===== src/rtl/mdu_pkg.sv =====
// Shared encodings for the iterative multiply/divide unit.
package mdu_pkg;

   typedef enum logic [1:0] {
      MDU_MULT  = 2'b00,
      MDU_MULTU = 2'b01,
      MDU_DIV   = 2'b10,
      MDU_DIVU  = 2'b11
   } mdu_op_e;

   typedef enum logic [1:0] {
      IDLE = 2'b00,
      CALC = 2'b01,
      FIX  = 2'b10
   } mdu_state_e;

   localparam int unsigned MDU_ITER = 32;

endpackage


===== src/rtl/mult_div_unit.sv =====
// Iterative shift-add multiplier / restoring divider with HI/LO registers.
// Magnitudes are processed unsigned; signs are re-applied in the FIX state.
module mult_div_unit
   import mdu_pkg::*;
#(
   parameter int unsigned WIDTH = 32
) (
   input  logic             clk,
   input  logic             reset,
   input  logic             start,
   input  logic [1:0]       op,
   input  logic [WIDTH-1:0] A,
   input  logic [WIDTH-1:0] B,
   input  logic             hi_we,
   input  logic             lo_we,
   input  logic [WIDTH-1:0] wdata,
   output logic             busy,
   output logic             done,
   output logic             div_by_zero,
   output logic [WIDTH-1:0] HI,
   output logic [WIDTH-1:0] LO
);

   localparam int unsigned CNT_W = $clog2(MDU_ITER);

   mdu_state_e         state, state_next;
   logic [CNT_W-1:0]   cnt;
   logic               is_div;
   logic               dz;
   logic               neg_lo;
   logic               neg_hi;
   logic [WIDTH-1:0]   opnd;
   logic [2*WIDTH-1:0] acc;

   logic               signed_op_c, sign_a_c, sign_b_c, div_zero_c;
   logic [WIDTH-1:0]   mag_a_c, mag_b_c;
   logic [WIDTH:0]     add_a_c, add_b_c;
   logic [WIDTH+1:0]   sum_c;
   logic [2*WIDTH-1:0] acc_next_c;
   logic [2*WIDTH-1:0] prod_fix_c;
   logic [WIDTH-1:0]   quot_fix_c, rem_fix_c;

   // Operand magnitudes; only signed ops take the absolute value
   always_comb begin
      signed_op_c = ~op[0];
      sign_a_c    = signed_op_c & A[WIDTH-1];
      sign_b_c    = signed_op_c & B[WIDTH-1];
      mag_a_c     = sign_a_c ? -A : A;
      mag_b_c     = sign_b_c ? -B : B;
      div_zero_c  = op[1] && (B == '0);
   end

   // One shared adder: add for multiply, trial subtract (carry = no borrow) for divide
   always_comb begin
      add_a_c = is_div ? acc[2*WIDTH-1:WIDTH-1] : {1'b0, acc[2*WIDTH-1:WIDTH]};
      add_b_c = is_div ? ~{1'b0, opnd} : {1'b0, opnd};
      sum_c   = {1'b0, add_a_c} + {1'b0, add_b_c} + (WIDTH+2)'(is_div);
      if (!is_div) begin
         acc_next_c = acc[0] ? {sum_c[WIDTH:0], acc[WIDTH-1:1]}
                             : {1'b0, acc[2*WIDTH-1:1]};
      end else if (sum_c[WIDTH+1]) begin
         acc_next_c = {sum_c[WIDTH-1:0], acc[WIDTH-2:0], 1'b1};
      end else begin
         acc_next_c = {acc[2*WIDTH-2:0], 1'b0};
      end
   end

   always_comb begin
      prod_fix_c = neg_lo ? -acc : acc;
      quot_fix_c = neg_lo ? -acc[WIDTH-1:0] : acc[WIDTH-1:0];
      rem_fix_c  = neg_hi ? -acc[2*WIDTH-1:WIDTH] : acc[2*WIDTH-1:WIDTH];
   end

   always_comb begin
      state_next = state;
      case (state)
         IDLE:    if (start) state_next = div_zero_c ? FIX : CALC;
         CALC:    if (cnt == CNT_W'(MDU_ITER - 1)) state_next = FIX;
         FIX:     state_next = IDLE;
         default: state_next = IDLE;
      endcase
   end

   always_ff @(posedge clk or negedge reset) begin
      if (!reset) begin
         state       <= IDLE;
         cnt         <= '0;
         is_div      <= 1'b0;
         dz          <= 1'b0;
         neg_lo      <= 1'b0;
         neg_hi      <= 1'b0;
         opnd        <= '0;
         acc         <= '0;
         busy        <= 1'b0;
         done        <= 1'b0;
         div_by_zero <= 1'b0;
         HI          <= '0;
         LO          <= '0;
      end else begin
         state <= state_next;
         done  <= 1'b0;
         case (state)
            IDLE: begin
               if (start) begin
                  busy        <= 1'b1;
                  div_by_zero <= 1'b0;
                  cnt         <= '0;
                  is_div      <= op[1];
                  dz          <= div_zero_c;
                  if (op[1]) begin
                     // Divide by zero preloads the final HI/LO with no sign fix
                     opnd   <= mag_b_c;
                     acc    <= div_zero_c ? {A, {WIDTH{1'b1}}} : {{WIDTH{1'b0}}, mag_a_c};
                     neg_lo <= !div_zero_c && (sign_a_c ^ sign_b_c);
                     neg_hi <= !div_zero_c && sign_a_c;
                  end else begin
                     opnd   <= mag_a_c;
                     acc    <= {{WIDTH{1'b0}}, mag_b_c};
                     neg_lo <= sign_a_c ^ sign_b_c;
                     neg_hi <= 1'b0;
                  end
               end else begin
                  if (hi_we) HI <= wdata;
                  if (lo_we) LO <= wdata;
               end
            end
            CALC: begin
               acc <= acc_next_c;
               cnt <= cnt + CNT_W'(1);
            end
            FIX: begin
               busy        <= 1'b0;
               done        <= 1'b1;
               div_by_zero <= dz;
               if (is_div) begin
                  HI <= rem_fix_c;
                  LO <= quot_fix_c;
               end else begin
                  HI <= prod_fix_c[2*WIDTH-1:WIDTH];
                  LO <= prod_fix_c[WIDTH-1:0];
               end
            end
            default: ;
         endcase
      end
   end

endmodule

===== config.mk =====
export PLATFORM = sky130hd
export DESIGN_NAME = mult_div_unit
export DESIGN_NICKNAME = d
export VERILOG_FILES = /design/src/rtl/mdu_pkg.sv /design/src/rtl/mult_div_unit.sv
export SDC_FILE = /design/constraint.sdc
export NUM_CORES = 1
export LEC_CHECK = 0
export ABC_AREA = 1
export CELL_PAD_IN_SITES_DETAIL_PLACEMENT = 0
export CELL_PAD_IN_SITES_GLOBAL_PLACEMENT = 1
export CORE_MARGIN = 1.5
export CORE_UTILIZATION = 35
export CTS_CLUSTER_DIAMETER = 120
export DETAILED_ROUTE_END_ITERATION = 8
export PLACE_DENSITY = 0.83
export REMOVE_ABC_BUFFERS = 1
export SKIP_LAST_GASP = 1
export SLEW_MARGIN = 20
export SYNTH_ARGS = -nofsm -noshare
export SYNTH_HDL_FRONTEND = slang
export SYNTH_SLANG_ARGS = --single-unit

===== constraint.sdc =====
create_clock -name clk -period 8.8 [get_ports clk]
set_clock_uncertainty 0.1 [all_clocks]
set_input_delay 0.88 -clock clk [delete_from_list [all_inputs] [get_ports clk]]
set_output_delay 0.88 -clock clk [all_outputs]
set_load 0.02 [all_outputs]

==> results of run 1 <==
-- layout make-up --
cell class | instances | area [µm²] | share of cell area (%)
multi-input combinational | 2123 | 10800 | 55.5
sequential | 174 | 4360 | 22.5
timing repair buffer | 195 | 1910 | 9.84
inverter | 262 | 992 | 5.12
tap | 607 | 759 | 3.92
clock buffer | 20 | 447 | 2.30
clock inverter | 12 | 159 | 0.819
antenna | 3 | 7.51 | 0.0387
-- critical path: cells and delay by family (launching register included) --
| kind | cells | cell delay, ps |
|---|---|---|
| adders and majority gates | 1 | 450 |
| AOI/OAI and AO/OA | 5 | 1200 |
| and+or+nand+nor | 6 | 770 |
| buffers and inverters | 2 | 1140 |
| DFF | 1 | 980 |
-- worst max-delay path by stage --
stage	to	slack, ps	depth (start not counted)
finish	acc[52]$_DFFE_PN0P_	3980	14
global placement	acc[52]$_DFFE_PN0P_	4210	14
floorplan	acc[57]$_DFFE_PN0P_	1570	15
global route	acc[44]$_DFFE_PN0P_	3690	14
CTS	acc[52]$_DFFE_PN0P_	4110	14
detailed placement	acc[52]$_DFFE_PN0P_	4120	14
-- state kept, by name, indices dropped and copies added, names as in the netlist --
| register | flops |
|---|---|
| HI | 32 |
| LO | 32 |
| acc | 64 |
| busy | 1 |
| cnt | 5 |
| div_by_zero | 1 |
| done | 1 |
| dz | 1 |
| is_div | 1 |
| neg_hi | 1 |
| neg_lo | 1 |
| opnd | 32 |
| state | 2 |
-- cells by family (layout without fill, tap and decap cells) --
| family | Yosys count | after routing | share of synthesized area [%] |
|---|---|---|---|
| mux | 1 | 1 | 0.0601 |
| xor+xnor | 102 | 102 | 5.37 |
| flops | 174 | 174 | 26.2 |
| fa+ha+maj | 38 | 38 | 2.90 |
| compound gates | 563 | 563 | 19.4 |
| buf+inv | 387 | 489 | 9.34 |
| simple gates | 1419 | 1419 | 36.7 |
| other cells | 0 | 3 | 0 |
-- through the flow --
step | instances | hold slack (ps) | util, %
detailed placement | 3360 | 363 | 40.1
global route | 3393 | 349 | 41.5
global placement | 3360 | 363 | 40.1
finish | 3396 | 296 | 41.5
CTS | 3392 | 334 | 41.4
floorplan | 2559 | 370 | -
-- report_power, final --
group	leakage (nW)	switching, mW	internal [mW]
Sequential	2.12	0.619	1.19
Combinational	6.51	4.57	2.13
Clock	0.291	0.373	0.457
-- per-layer routing --
metal | wire length (µm) | share of wire [%] | vias to the layer above | global-route usage [%]
met4 | 2950 | 3.7 | 0 | 12.1
met1 | 33700 | 42 | 9223 | 43.6
met5 | 0 | 0 | - | 0
met2 | 36300 | 46 | 997 | 51.7
li1 | - | - | 9067 | -
met3 | 6690 | 8.4 | 145 | 4.57
-- synth_stat cells, types with 2 or more instances --
master and count:
or2_2 4, a22o_1 2, dfrtp_1 174, o211ai_1 58, o21ai_2 3, ha_1 37
o21ai_0 177, nand2_1 771, clkbuf_1 81, nor3_1 32, nor3_2 4, buf_2 24
o22ai_1 10, inv_1 238, nand4_1 21, nor4_1 7, o221ai_1 20, nand3_1 259
nor2_4 8, nand3_2 6, nor3_4 2, buf_4 3, o21a_1 4, buf_1 10
a21o_1 8, a21oi_1 188, o311ai_0 3, nand2_2 10, inv_2 18, a31oi_1 11
nor2_2 10, o21bai_1 18, nand2_4 6, o21ai_1 43, nand3b_1 10, a22oi_1 11
xnor2_1 7, clkinv_1 3, nor2_1 263, xor2_1 95, buf_6 7
==> summary.txt, run 1 <==
Die
  – Total die area: 0.0489 mm²
  – Rows: 79
  – Initial Util: 35.6%
  – Core Region: 0.0468 mm²
  – Io pins: 170
  – Die W: 221 µm
  – Die Ht: 221 µm

Pwr
  – Peak supply drop: 0.190 mV
  – PwrDens: 482 mW/mm²
  – Static Leak: 8.93 nW
  – Total Power: 9.34 mW

Synth
  – Post-synth top area share: 26.2%
  – Cell taking the most area after synthesis: dfrtp_1
  – Synth warnings: 0
  – Synth area leaders: dfrtp_1 (26%), nand2_1 (17%), nand3_1 (7.8%)
  – Ys flop type: dfrtp_1
  – Synth Instances: 2684
  – Distinct cells, synth: 59
  – Post-synth EDFFs: 0
  – Register area share after synthesis: 26.2%
  – Mean post-synth cell area: 6.20 µm²
  – Post-Syn Area: 0.0166 mm²
  – FF+latch count, synth: 174
  – Post-synth ARST share: 100%

Status
  – Outcome: finished, violations left
  – Failing checks: design-rule violations

Placed design
  – Area after DPL: 0.0188 mm²
  – Routability cong.: 0.998
  – Port Buffers: 169
  – Pre-CTS setup slack: 4120 ps
  – DP HPWL: 62.6 mm

Clocking
  – CTS resizes: 0
  – Post-CTS Hold Buffers: 0
  – Later-pin clock latency in the skew report: 480 ps
  – CTS Buf Count: 17
  – CTS Sinks: 174
  – CTS root buf: clkbuf_16
  – H-tree Lvls: 4
  – CTS tree: built
  – Clock-pin slew on the worst setup and hold paths: 70 ps
  – Setup Fix Bufs, Post-CTS: 0
  – Max Root-Sink Buffers: 2

Global routing
  – Largest net degree at the start of global routing: 80
  – Initial antenna violation count: 2
  – First-pass GRT wire length: 118 mm
  – Total Routing Usage GR: 32.1%
  – Vias in the first global route: 18300
  – Global route overflow: 0

Route
  – Iter 0 DRT Violations: 2372
  – DRT Pass-1 Iters: 8
  – Post-route ant nets: 0
  – DR WL/cell: 23.5 µm
  – DRT Wirelength: 79.7 mm
  – Via count: 19400
  – DRC Markers: 14
  – Vias per cell: 5.72

Setup path
  – FF-to-FF Start: is_div$_DFFE_PN0P_
  – Worst r2r dst: acc[52]$_DFFE_PN0P_
  – CP Cell Sequence: buf_4, o21ai_0, ha_1, a21oi_1, o21ai_1, o21bai_2, a21oi_4, nand2_4, inv_4, nand2_1, nand3_1, nand3_1, nand2_1, nand2_1
  – Internal reg-to-reg setup slack: 3980 ps
  – Slowest Stage Delay on Critical Path: 980 ps
  – Setup crit start: is_div$_DFFE_PN0P_
  – R2R cell count: 14
  – Crit. End Element: flop
  – Most used cell, CP: nand2_1
  – Worst EP required: 9070 ps
  – Crit path DAT: 5090 ps
  – Maximum fanout along the worst path: 79
  – Startpoint types: flop
  – Slowest-stage cell, CP: dfrtp_4
  – Crit path kind: flop to flop

Timing
  – Final setup violation count: 0
  – Unrepaired setup endpoints after global routing: no
  – Tmin final: 4820 ps
  – Peak Freq: 0.207 GHz
  – Final Slew Violations: 0
  – Setup TNS Final: 0 ps
  – Final Hold Viols: 0
  – Slew margin rel.: 19.8%
  – Setup WS post-layout: 3980 ps
  – Final Cycle Share: 54.8%
  – Least-Margin Pin Slew: 1200 ps

Cells and area
  – Share of layout cells above drive strength 1: 5.20%
  – Final nets: 2914
  – # fillers: 5110
  – Commonest non-fill, non-tap cells in the layout: nand2_1 (771), nor2_1 (260), nand3_1 (259)
  – Final instance area: 0.0194 mm²
  – Commonest non-fill, non-tap cell in the layout: nand2_1
  – Post-synthesis to final-layout area growth: 16.5%

Min path
  – Worst hold path class: input port to async pin

Job
  – # Max-Cap Violations: 0
(Power assumes the default switching activity.)
==> run 2: changes to the inputs <==
--- a/config.mk
+++ b/config.mk
@@ -12,7 +12,7 @@
 export CORE_UTILIZATION = 35
 export CTS_CLUSTER_DIAMETER = 120
 export DETAILED_ROUTE_END_ITERATION = 8
-export PLACE_DENSITY = 0.83
+export PLACE_DENSITY = 0.85
 export REMOVE_ABC_BUFFERS = 1
 export SKIP_LAST_GASP = 1
 export SLEW_MARGIN = 20
==> constraint.sdc (replaced) <==
create_clock -name clk -period 4.2 [get_ports clk]
set_clock_uncertainty 0.1 [all_clocks]
set_input_delay 0.42 -clock clk [delete_from_list [all_inputs] [get_ports clk]]
set_output_delay 0.42 -clock clk [all_outputs]
set_load 0.02 [all_outputs]
==> summary.txt, run 2 (same netlist as run 1, synthesis figures left out) <==
Setup path
  – Internal reg-to-reg setup slack: 430 ps
  – Crit. End Element: flop
  – R2R cell count: 16
  – Setup crit start: is_div$_DFFE_PN0P_
  – Maximum fanout along the worst path: 27
  – FF-to-FF Start: is_div$_DFFE_PN0P_
  – Crit path kind: flop to flop
  – Crit path DAT: 4020 ps
  – Worst EP required: 4450 ps
  – Worst r2r dst: acc[33]$_DFFE_PN0P_
  – Startpoint types: flop

Clocking
  – H-tree Lvls: 4
  – Clock-pin slew on the worst setup and hold paths: 70 ps
  – Max Root-Sink Buffers: 2
  – Later-pin clock latency in the skew report: 470 ps
  – CTS Sinks: 174
  – CTS tree: built
  – CTS root buf: clkbuf_16
  – CTS resizes: 0
  – CTS Buf Count: 17

Placed design
  – Port Buffers: 169
  – Routability cong.: 1.01
  – Pre-CTS setup slack: 297 ps
  – DP HPWL: 65.6 mm

Die
  – Core Region: 0.0468 mm²
  – Initial Util: 35.6%
  – Io pins: 170
  – Total die area: 0.0489 mm²
  – Rows: 79
  – Die W: 221 µm
  – Die Ht: 221 µm

Global routing
  – First-pass GRT wire length: 121 mm
  – Global route overflow: 0
  – Largest net degree at the start of global routing: 84
  – Vias in the first global route: 18500
  – Initial antenna violation count: 4
  – Total Routing Usage GR: 32.8%

Cells and area
  – Final nets: 2946
  – Post-synthesis to final-layout area growth: 18.1%
  – Share of layout cells above drive strength 1: 6.25%
  – Max FFs per register: 64
  – Diodes inserted: 0
  – Commonest non-fill, non-tap cell in the layout: nand2_1
  – Commonest non-fill, non-tap cells in the layout: nand2_1 (771), nor2_1 (260), nand3_1 (259)
  – Biggest register: acc
  – Util after Layout: 42.1%
  – # fillers: 5136

Timing
  – Final setup violation count: 0
  – Tmin final: 3770 ps
  – Slew margin rel.: 27.5%
  – Final Hold Viols: 0
  – Peak Freq: 0.265 GHz
  – Final Cycle Share: 89.8%
  – Setup WS post-layout: 429 ps
  – Final Slew Violations: 0
  – Unrepaired setup endpoints after global routing: no
  – Least-Margin Pin Slew: 1090 ps

Route
  – DR WL/cell: 23.8 µm
  – Iter 0 DRT Violations: 2281
  – DRC Markers: 9
  – Vias per cell: 5.74
  – DRT Pass-1 Iters: 8
  – Via count: 19600
  – DRT Wirelength: 81.6 mm
  – Post-route ant nets: 0

Pwr
  – Total Power: 20.0 mW
  – PwrDens: 1020 mW/mm²
  – Static Leak: 9.09 nW
  – Peak supply drop: 0.466 mV

Status
  – Outcome: finished, violations left
  – Failing checks: design-rule violations

Job
  – # Max-Cap Violations: 0

Min path
  – Worst hold path class: flop to flop
  – Hold endpoint: busy$_DFFE_PN0P_
  – Start point of the worst hold path: busy$_DFFE_PN0P_
  – Hold Path Stages: 2
run 2: metal layers:
metal  wire length (µm)  global-route usage [%]
met5                 33                       0
met4               2870                    11.7
met3               6500                    5.86
met2              36600                    51.9
met1              35600                    44.8
run 2: final cells by class:
class / count / area (µm²) / area share [%]
Clock buffer: 21 / 460 / 2.34
Clock inverter: 11 / 134 / 0.681
Inverter: 262 / 992 / 5.05
Multi-Input combinational cell: 2123 / 10800 / 54.7
Sequential cell: 174 / 4360 / 22.2
Tap cell: 607 / 759 / 3.86
Timing Repair Buffer: 227 / 2190 / 11.2
run 2: critical path, stage by stage, from the launching register on:
cell	delay, ps
dfrtp_4	720
buf_4	310
o21ai_0	160
ha_1	400
a21oi_1	210
o21ai_0	200
a21oi_1	300
nand3_2	190
nand2_4	130
nand2_4	220
buf_4	290
nand2_1	70
o21ai_1	60
nand2_1	60
nand3_1	60
nand2_1	100
nand2_1	60
run 2: power by group:
| part | internal (mW) | switching (mW) |
|---|---|---|
| Sequential | 2.50 | 1.21 |
| Clock | 0.915 | 0.756 |
| Combinational | 4.65 | 9.93 |
run 2: worst max path at each step:
stage	to	slack (ps)	depth (start not counted)
3_5_place_dp	acc[33]$_DFFE_PN0P_	300	16
5_1_grt	acc[39]$_DFFE_PN0P_	200	16
6_report	acc[33]$_DFFE_PN0P_	430	16
2_1_floorplan	acc[57]$_DFFE_PN0P_	-3030	15
4_1_cts	acc[33]$_DFFE_PN0P_	270	16
3_3_place_gp	acc[39]$_DFFE_PN0P_	300	16
run 2: repair_timing:
action	in CTS	in global routing
hold buffers	1	0
hold endpoints to repair	81	0
buffers inserted	0	1
setup endpoints to repair	0	4
run 2: stage by stage:
step	instance area (µm²)	hold WS [ps]	TNS, ps	std cells
2_1_floorplan	16100	24.4	-162860	2559
3_3_place_gp	19000	360	0	3391
3_5_place_dp	19000	371	0	3391
4_1_cts	19600	399	0	3424
5_1_grt	19700	418	0	3425
6_report	19700	390	0	3425
